[src/rtl/instr_decode_stage.sv]
// Decode stage: splits 9-bit instruction words into ALU/control fields and presents them
// through a 2-entry registered skid buffer. Optional perf counters: define DECODE_PERF_EN.
module instr_decode_stage #(
  parameter int unsigned IW    = 9,
  parameter int unsigned DEPTH = 2
) (
  input  logic          clk,
  input  logic          reset,
  input  logic          in_valid,
  input  logic [IW-1:0] in_instr,
  output logic          in_ready,
  input  logic          flush,
  output logic          out_valid,
  input  logic          out_ready,
  output logic [2:0]    out_alu_op,
  output logic [2:0]    out_rd,
  output logic [2:0]    out_rs,
  output logic [2:0]    out_imm,
  output logic          out_mem_rd,
  output logic          out_mem_wr,
  output logic          out_reg_wr,
  output logic          out_cmp,
  output logic [1:0]    out_shsrc,
  output logic          out_branch,
  output logic          out_bsense
`ifdef DECODE_PERF_EN
  ,
  output logic [31:0]   perf_dec,
  output logic [31:0]   perf_stall,
  output logic [15:0]   perf_flush
`endif
);

  localparam int unsigned FW = 3;

  typedef enum logic [FW-1:0] {
    OP_LW    = 3'd0,
    OP_SW    = 3'd1,
    OP_ADD   = 3'd2,
    OP_SUB   = 3'd3,
    OP_CEQ   = 3'd4,
    OP_CLT   = 3'd5,
    OP_SEI   = 3'd6,
    OP_OTHER = 3'd7
  } op_e;

  typedef enum logic [FW-1:0] {
    FN_SHIFTL_X = 3'd0,
    FN_SHIFTL_F = 3'd1,
    FN_SHIFTL_O = 3'd2,
    FN_SHIFTR_X = 3'd3,
    FN_SHIFTR_F = 3'd4,
    FN_SHIFTR_O = 3'd5,
    FN_B0       = 3'd6,
    FN_B1       = 3'd7
  } fn_e;

  typedef enum logic [FW-1:0] {
    ALU_ADD = 3'd0,
    ALU_SUB = 3'd1,
    ALU_LSH = 3'd2,
    ALU_RSH = 3'd3,
    ALU_AND = 3'd4
  } alu_e;

  localparam logic [1:0] SH_X    = 2'd0;
  localparam logic [1:0] SH_F    = 2'd1;
  localparam logic [1:0] SH_O    = 2'd2;
  localparam logic [1:0] SH_NONE = 2'd3;

  typedef struct packed {
    logic [FW-1:0] alu_op;
    logic [FW-1:0] rd;
    logic [FW-1:0] rs;
    logic [FW-1:0] imm;
    logic          mem_rd;
    logic          mem_wr;
    logic          reg_wr;
    logic          cmp;
    logic [1:0]    shsrc;
    logic          branch;
    logic          bsense;
  } dec_t;

  typedef enum logic [1:0] {
    S_EMPTY = 2'd0,
    S_ONE   = 2'd1,
    S_FULL  = 2'd2
  } state_e;

  // Field layout is hard-wired for 9-bit words and a two-deep buffer.
  if (IW != 32'd9 || DEPTH != 32'd2) begin : g_cfg_err
    $error("instr_decode_stage: only IW=9 and DEPTH=2 are supported");
  end

  function automatic dec_t decode(input logic [IW-1:0] w);
    dec_t d;
    op_e  op;
    fn_e  fn;
    d       = '0;
    op      = op_e'(w[8:6]);
    fn      = fn_e'(w[5:3]);
    d.rd    = w[5:3];
    d.rs    = w[2:0];
    d.imm   = w[2:0];
    d.shsrc = SH_NONE;
    case (op)
      OP_LW: begin
        d.alu_op = ALU_ADD;
        d.mem_rd = 1'b1;
        d.reg_wr = 1'b1;
      end
      OP_SW: begin
        d.alu_op = ALU_ADD;
        d.mem_wr = 1'b1;
      end
      OP_ADD, OP_SEI: begin
        d.alu_op = ALU_ADD;
        d.reg_wr = 1'b1;
      end
      OP_SUB: begin
        d.alu_op = ALU_SUB;
        d.reg_wr = 1'b1;
      end
      OP_CEQ, OP_CLT: begin
        d.alu_op = ALU_SUB;
        d.reg_wr = 1'b1;
        d.cmp    = 1'b1;
      end
      OP_OTHER: begin
        // fn occupies the rd slot, so no destination register is named
        d.rd = '0;
        case (fn)
          FN_SHIFTL_X: begin d.alu_op = ALU_LSH; d.reg_wr = 1'b1; d.shsrc = SH_X; end
          FN_SHIFTL_F: begin d.alu_op = ALU_LSH; d.reg_wr = 1'b1; d.shsrc = SH_F; end
          FN_SHIFTL_O: begin d.alu_op = ALU_LSH; d.reg_wr = 1'b1; d.shsrc = SH_O; end
          FN_SHIFTR_X: begin d.alu_op = ALU_RSH; d.reg_wr = 1'b1; d.shsrc = SH_X; end
          FN_SHIFTR_F: begin d.alu_op = ALU_RSH; d.reg_wr = 1'b1; d.shsrc = SH_F; end
          FN_SHIFTR_O: begin d.alu_op = ALU_RSH; d.reg_wr = 1'b1; d.shsrc = SH_O; end
          FN_B0: begin
            d.alu_op = ALU_AND;
            d.branch = 1'b1;
          end
          FN_B1: begin
            d.alu_op = ALU_AND;
            d.branch = 1'b1;
            d.bsense = 1'b1;
          end
        endcase
      end
    endcase
    return d;
  endfunction

  state_e state_q;
  dec_t   head_q;
  dec_t   tail_q;
  logic   in_ready_q;
  logic   out_valid_q;
  dec_t   dec_in;
  logic   enq;
  logic   deq;

  assign dec_in = decode(in_instr);
  assign enq    = in_valid & in_ready_q;
  assign deq    = out_valid_q & out_ready;

  // Skid FSM; in_ready/out_valid are registered alongside the occupancy state.
  always_ff @(posedge clk or posedge reset) begin
    if (reset) begin
      state_q     <= S_EMPTY;
      head_q      <= '0;
      tail_q      <= '0;
      in_ready_q  <= 1'b1;
      out_valid_q <= 1'b0;
    end else if (flush) begin
      state_q     <= S_EMPTY;
      in_ready_q  <= 1'b1;
      out_valid_q <= 1'b0;
    end else begin
      case (state_q)
        S_EMPTY: begin
          if (enq) begin
            head_q      <= dec_in;
            state_q     <= S_ONE;
            out_valid_q <= 1'b1;
          end
        end
        S_ONE: begin
          if (enq && deq) begin
            head_q <= dec_in;
          end else if (enq) begin
            tail_q     <= dec_in;
            state_q    <= S_FULL;
            in_ready_q <= 1'b0;
          end else if (deq) begin
            state_q     <= S_EMPTY;
            out_valid_q <= 1'b0;
          end
        end
        S_FULL: begin
          if (deq) begin
            head_q     <= tail_q;
            state_q    <= S_ONE;
            in_ready_q <= 1'b1;
          end
        end
        default: begin
          state_q     <= S_EMPTY;
          in_ready_q  <= 1'b1;
          out_valid_q <= 1'b0;
        end
      endcase
    end
  end

  assign in_ready   = in_ready_q;
  assign out_valid  = out_valid_q;
  assign out_alu_op = head_q.alu_op;
  assign out_rd     = head_q.rd;
  assign out_rs     = head_q.rs;
  assign out_imm    = head_q.imm;
  assign out_mem_rd = head_q.mem_rd;
  assign out_mem_wr = head_q.mem_wr;
  assign out_reg_wr = head_q.reg_wr;
  assign out_cmp    = head_q.cmp;
  assign out_shsrc  = head_q.shsrc;
  assign out_branch = head_q.branch;
  assign out_bsense = head_q.bsense;

`ifdef DECODE_PERF_EN
  logic [31:0] perf_dec_q;
  logic [31:0] perf_stall_q;
  logic [15:0] perf_flush_q;

  // Saturating event counters; a dequeue coinciding with flush is not counted.
  always_ff @(posedge clk or posedge reset) begin
    if (reset) begin
      perf_dec_q   <= '0;
      perf_stall_q <= '0;
      perf_flush_q <= '0;
    end else begin
      if (deq && !flush && perf_dec_q != '1) begin
        perf_dec_q <= perf_dec_q + 32'd1;
      end
      if (out_valid_q && !out_ready && perf_stall_q != '1) begin
        perf_stall_q <= perf_stall_q + 32'd1;
      end
      if (flush && state_q != S_EMPTY && perf_flush_q != '1) begin
        perf_flush_q <= perf_flush_q + 16'd1;
      end
    end
  end

  assign perf_dec   = perf_dec_q;
  assign perf_stall = perf_stall_q;
  assign perf_flush = perf_flush_q;
`endif

endmodule

[config.mk]
export PLATFORM = sky130hd
export DESIGN_NAME = instr_decode_stage
export DESIGN_NICKNAME = d
export VERILOG_FILES = /design/src/rtl/instr_decode_stage.sv
export SDC_FILE = /design/constraint.sdc
export NUM_CORES = 1
export LEC_CHECK = 0
export ABC_CLOCK_PERIOD_IN_PS = 1900
export CELL_PAD_IN_SITES_DETAIL_PLACEMENT = 1
export CELL_PAD_IN_SITES_GLOBAL_PLACEMENT = 1
export CORE_ASPECT_RATIO = 2
export CORE_MARGIN = 1
export CORE_UTILIZATION = 36
export DETAILED_ROUTE_END_ITERATION = 8
export PLACE_DENSITY_LB_ADDON = 0.1
export SETUP_SLACK_MARGIN = 0.5
export SLEW_MARGIN = 0
export SYNTH_ARGS = -nofsm -noshare
export SYNTH_HDL_FRONTEND = slang
export SYNTH_SLANG_ARGS = --single-unit
[constraint.sdc]
create_clock -name clk -period 1.9 [get_ports clk]
set_input_delay 0.57 -clock clk [delete_from_list [all_inputs] [get_ports clk]]
set_output_delay 0.57 -clock clk [all_outputs]
set_load 0.02 [all_outputs]
==> metrics <==
DP Area=2545 µm²; weighted congestion reported at the end of routability-driven placement=0.7411; largest net degree at the start of global routing=32; cell accounting for the most synthesized area=sky130_fd_sc_hd__dfrtp_1; CP endpoint kind=register; Root Driver=sky130_fd_sc_hd__clkbuf_8; main flop type after synthesis=sky130_fd_sc_hd__dfrtp_1; Layout Area Growth over Synthesis=53.91%; Syn Area/Cell=a little over 10 µm²; input/output buffers=35; setup repair after global routing missed its margin=yes; worst-skew pair later-pin latency=300 ps; area taken by multi-input logic gates=940.9 µm²; die outline width=53.45 µm; final setup fails=0; net switching fraction of the power=about a third; total design power=about 3 mW; number of buffers on the longest clock path=2; sequential share of the synthesized area=about 50%; internal power consumption=roughly 2.0 mW; outcome=completed; CTS tree=yes; clock-pin slew on the worst setup and hold paths=approximately 70 ps; Async S/R FF share, synth=100.0%; wire length of the first global-routing pass=9370 µm; nets in the synthesized netlist=between 200 and 250; combined flip-flop and latch cell area=953.4 µm²; effective utilization at floorplan=between 30% and 40%; CP delay by family, top=flip-flops; cells along the critical path=nand4_1 -> or2_4 -> a21oi_4 -> buf_12 -> mux2_4; cell with the most instances after synthesis=sky130_fd_sc_hd__nand2_1; count of standard-cell rows=37; synthesized netlist cell count=~190; dominant cells by area after synthesis=sky130_fd_sc_hd__dfrtp_1 49%, sky130_fd_sc_hd__nand2_1 7.7%, sky130_fd_sc_hd__mux2_2 7.1%, sky130_fd_sc_hd__o21ai_0 5.0%, sky130_fd_sc_hd__mux2_4 4.7%; share of final-layout standard cells stronger than drive strength 1=41.44%; number of fill cells in the layout=between 500 and 600; critical path startpoint category=register; worst setup skew after layout=about 3.9 ps; number of vias in the routed layout=1689; worst-path maximum fanout=8; sequential share of power=between 40% and 50%; crit path max-delay cell type=sky130_fd_sc_hd__dfstp_2; overall fraction of global-route tracks in use=a little under a quarter; shortest period the worst path allows=between 1500 and 2000 ps; share of total power in the clock network=between 20 and 25%; peak supply drop=~0.73 mV; synth warn=0; final non-filler cell area=between 2000 and 3000 µm²; net total in the final layout=roughly 280; Period Utilization, post-route=91.24%; achievable frequency=0.5769 GHz; H-tree Lvls=2; Detailed Place HPWL=about 4000 µm; Hold WC Path Type=reg -> reg; final core utilization=between 50% and 60%; Comb power frac=about 37%; drt drc=0; actual slew at the worst max-slew pin=approximately 340 ps; total count of hold-check failures in the final report=0; number of sinks driven by the clock tree=38; antenna violations before repair=0; EDFF count, synth=0; I/O pin count=36; Seq cells post-synth=38; wire length after detailed routing=about 5800 µm; arrival time of the worst setup path=between 1500 and 2000 ps; share of Yosys cell area claimed by the top area cell type=between 40% and 50%; worst rel slew slack=between 70% and 80%; Core Region=slightly above 5000 µm²; count of distinct cell types in the synthesized netlist=36; Die Height=between 100 and 150 µm; number of CTS-inserted buffers=5; Setup CP Type=reg -> reg; NetSw=between 0.9 and 1 mW; slowest stage delay, CP=between 500 and 600 ps; Antenna Cells=0; Syn Std Cell Area=about 1900 µm²; top cells by count, synth=39 x sky130_fd_sc_hd__nand2_1, 37 x sky130_fd_sc_hd__dfrtp_1, 19 x sky130_fd_sc_hd__o21ai_0; CP Data Required Time=2080 ps; number of global-route vias before repair=1882; buffering stage count on the worst path with inverters included=1; static leakage=~1.4 nW; Die ar.=5606 µm²; max-capacitance violation count=0; mean number of vias per cell=between 5 and 6; sum of overflow across all layers after global routing=0; Slew Limit Fails=0; Starting DRT DRC Count=between 40 and 50; drt first pass iters=4; Routed wire per std cell=roughly 18 µm; Worst Slack Setup Final=around 170 ps; areal power density over the cells=about 1000 nW/µm²; Setup Slack @ Placement=-433.2 ps; remaining antenna violation count after routing=0
## path summary, 6_finish.rpt
path / start / end / slack [ps] / cells after the start
max in group asynchronous: reset / tail_q[10] / 940 / 3
min in group asynchronous: reset / out_valid / 550 / 2
hold / removal: tail_q[19] / tail_q[19] / 480 / 1
hold reg to reg: tail_q[19] / tail_q[19] / 480 / 1
setup / recovery: in_ready / out_rs[0] / 170 / 5
setup reg to reg: in_ready / out_rs[0] / 170 / 5
## area by class of cell
type | count | share of cell area, %
sequential | 38 | 32.51
multi-input combinational | 130 | 32.08
tap | 58 | 2.474
timing repair buffer | 82 | 28.41
clock buffer | 8 | 3.754
inverter | 5 | 0.7679
## kinds of logic (layout without fill, tap and decap cells)
logic type | count (synthesis) | after routing | share of synthesized area [%]
AO/OA/AOI/OAI | 39 | 39 | 13.86
XOR/XNOR | 1 | 1 | 0.4597
buffers and inverters | 19 | 95 | 5.384
flip-flops | 38 | 38 | 49.97
multiplexers | 22 | 22 | 13.92
AND/OR/NAND/NOR | 68 | 68 | 16.42
## placed cells by master (no fill, tap or decap), types with 5 or more instances in the layout
cell / instances
sky130_fd_sc_hd__a21oi_1: 5
sky130_fd_sc_hd__buf_4: 37
sky130_fd_sc_hd__buf_6: 25
sky130_fd_sc_hd__clkbuf_8: 8
sky130_fd_sc_hd__clkdlybuf4s50_1: 5
sky130_fd_sc_hd__dfrtp_1: 36
sky130_fd_sc_hd__dlygate4sd2_1: 7
sky130_fd_sc_hd__mux2_2: 5
sky130_fd_sc_hd__mux2_4: 13
sky130_fd_sc_hd__nand2_1: 39
sky130_fd_sc_hd__nand2b_1: 5
sky130_fd_sc_hd__nor2_1: 5
sky130_fd_sc_hd__o21ai_0: 14
## timing repair
action | CTS | global route
cloned | 2 | 0
resized for setup | 143 | 18
setup buffers | 12 | 4
pin swaps | 3 | 3
setup endpoints to repair | 59 | 58
hold buffers | 0 | 0
endpoints found under the hold margin | 0 | 0
## layer usage
layer / track usage [%] / part of all wire, % / up-vias
li1: - / - / 788
met3: 4.658 / 2.4 / 10
met5: 0 / 0 / -
met2: 44.20 / 60 / 31
met4: 9.398 / 2.3 / 0
met1: 23.87 / 36 / 860
## metrics by stage
step	hold slack, ps	cells	setup TNS, ps
2_1_floorplan	448.1	187	0
3_3_place_gp	461.8	295	-8785
3_5_place_dp	474.3	295	-10200
4_1_cts	491.5	317	0
5_1_grt	513.3	321	0
6_report	484.6	321	0
## worst register-to-register path, stage by stage, from the launching register on
cell and delay, ps:
sky130_fd_sc_hd__dfstp_2 550, sky130_fd_sc_hd__nand4_1 120, sky130_fd_sc_hd__or2_4 270, sky130_fd_sc_hd__a21oi_4 210, sky130_fd_sc_hd__buf_12 170, sky130_fd_sc_hd__mux2_4 310
## flip-flops by register name (all words and copies together) (netlist names)
signal      flops
out_mem_rd      1
out_rd          3
out_shsrc       2
state_q         2
in_ready        1
out_rs          3
out_mem_wr      1
out_branch      1
out_cmp         1
out_alu_op      3
out_valid       1
out_reg_wr      1
tail_q         17
out_bsense      1
## power groups by stage
| stage | logic, mW | registers, mW | clock network (mW) |
|---|---|---|---|
| finish | 1.08 | 1.19 | 0.655 |
| global route | 1.16 | 1.21 | 0.700 |
| CTS | 1.02 | 1.18 | 0.683 |
| detailed placement | 0.898 | 1.18 | 0 |
| global placement | 0.864 | 1.15 | 0 |
| floorplan | 0.406 | 1.25 | 0 |
Power figures use the tool's default switching activity.
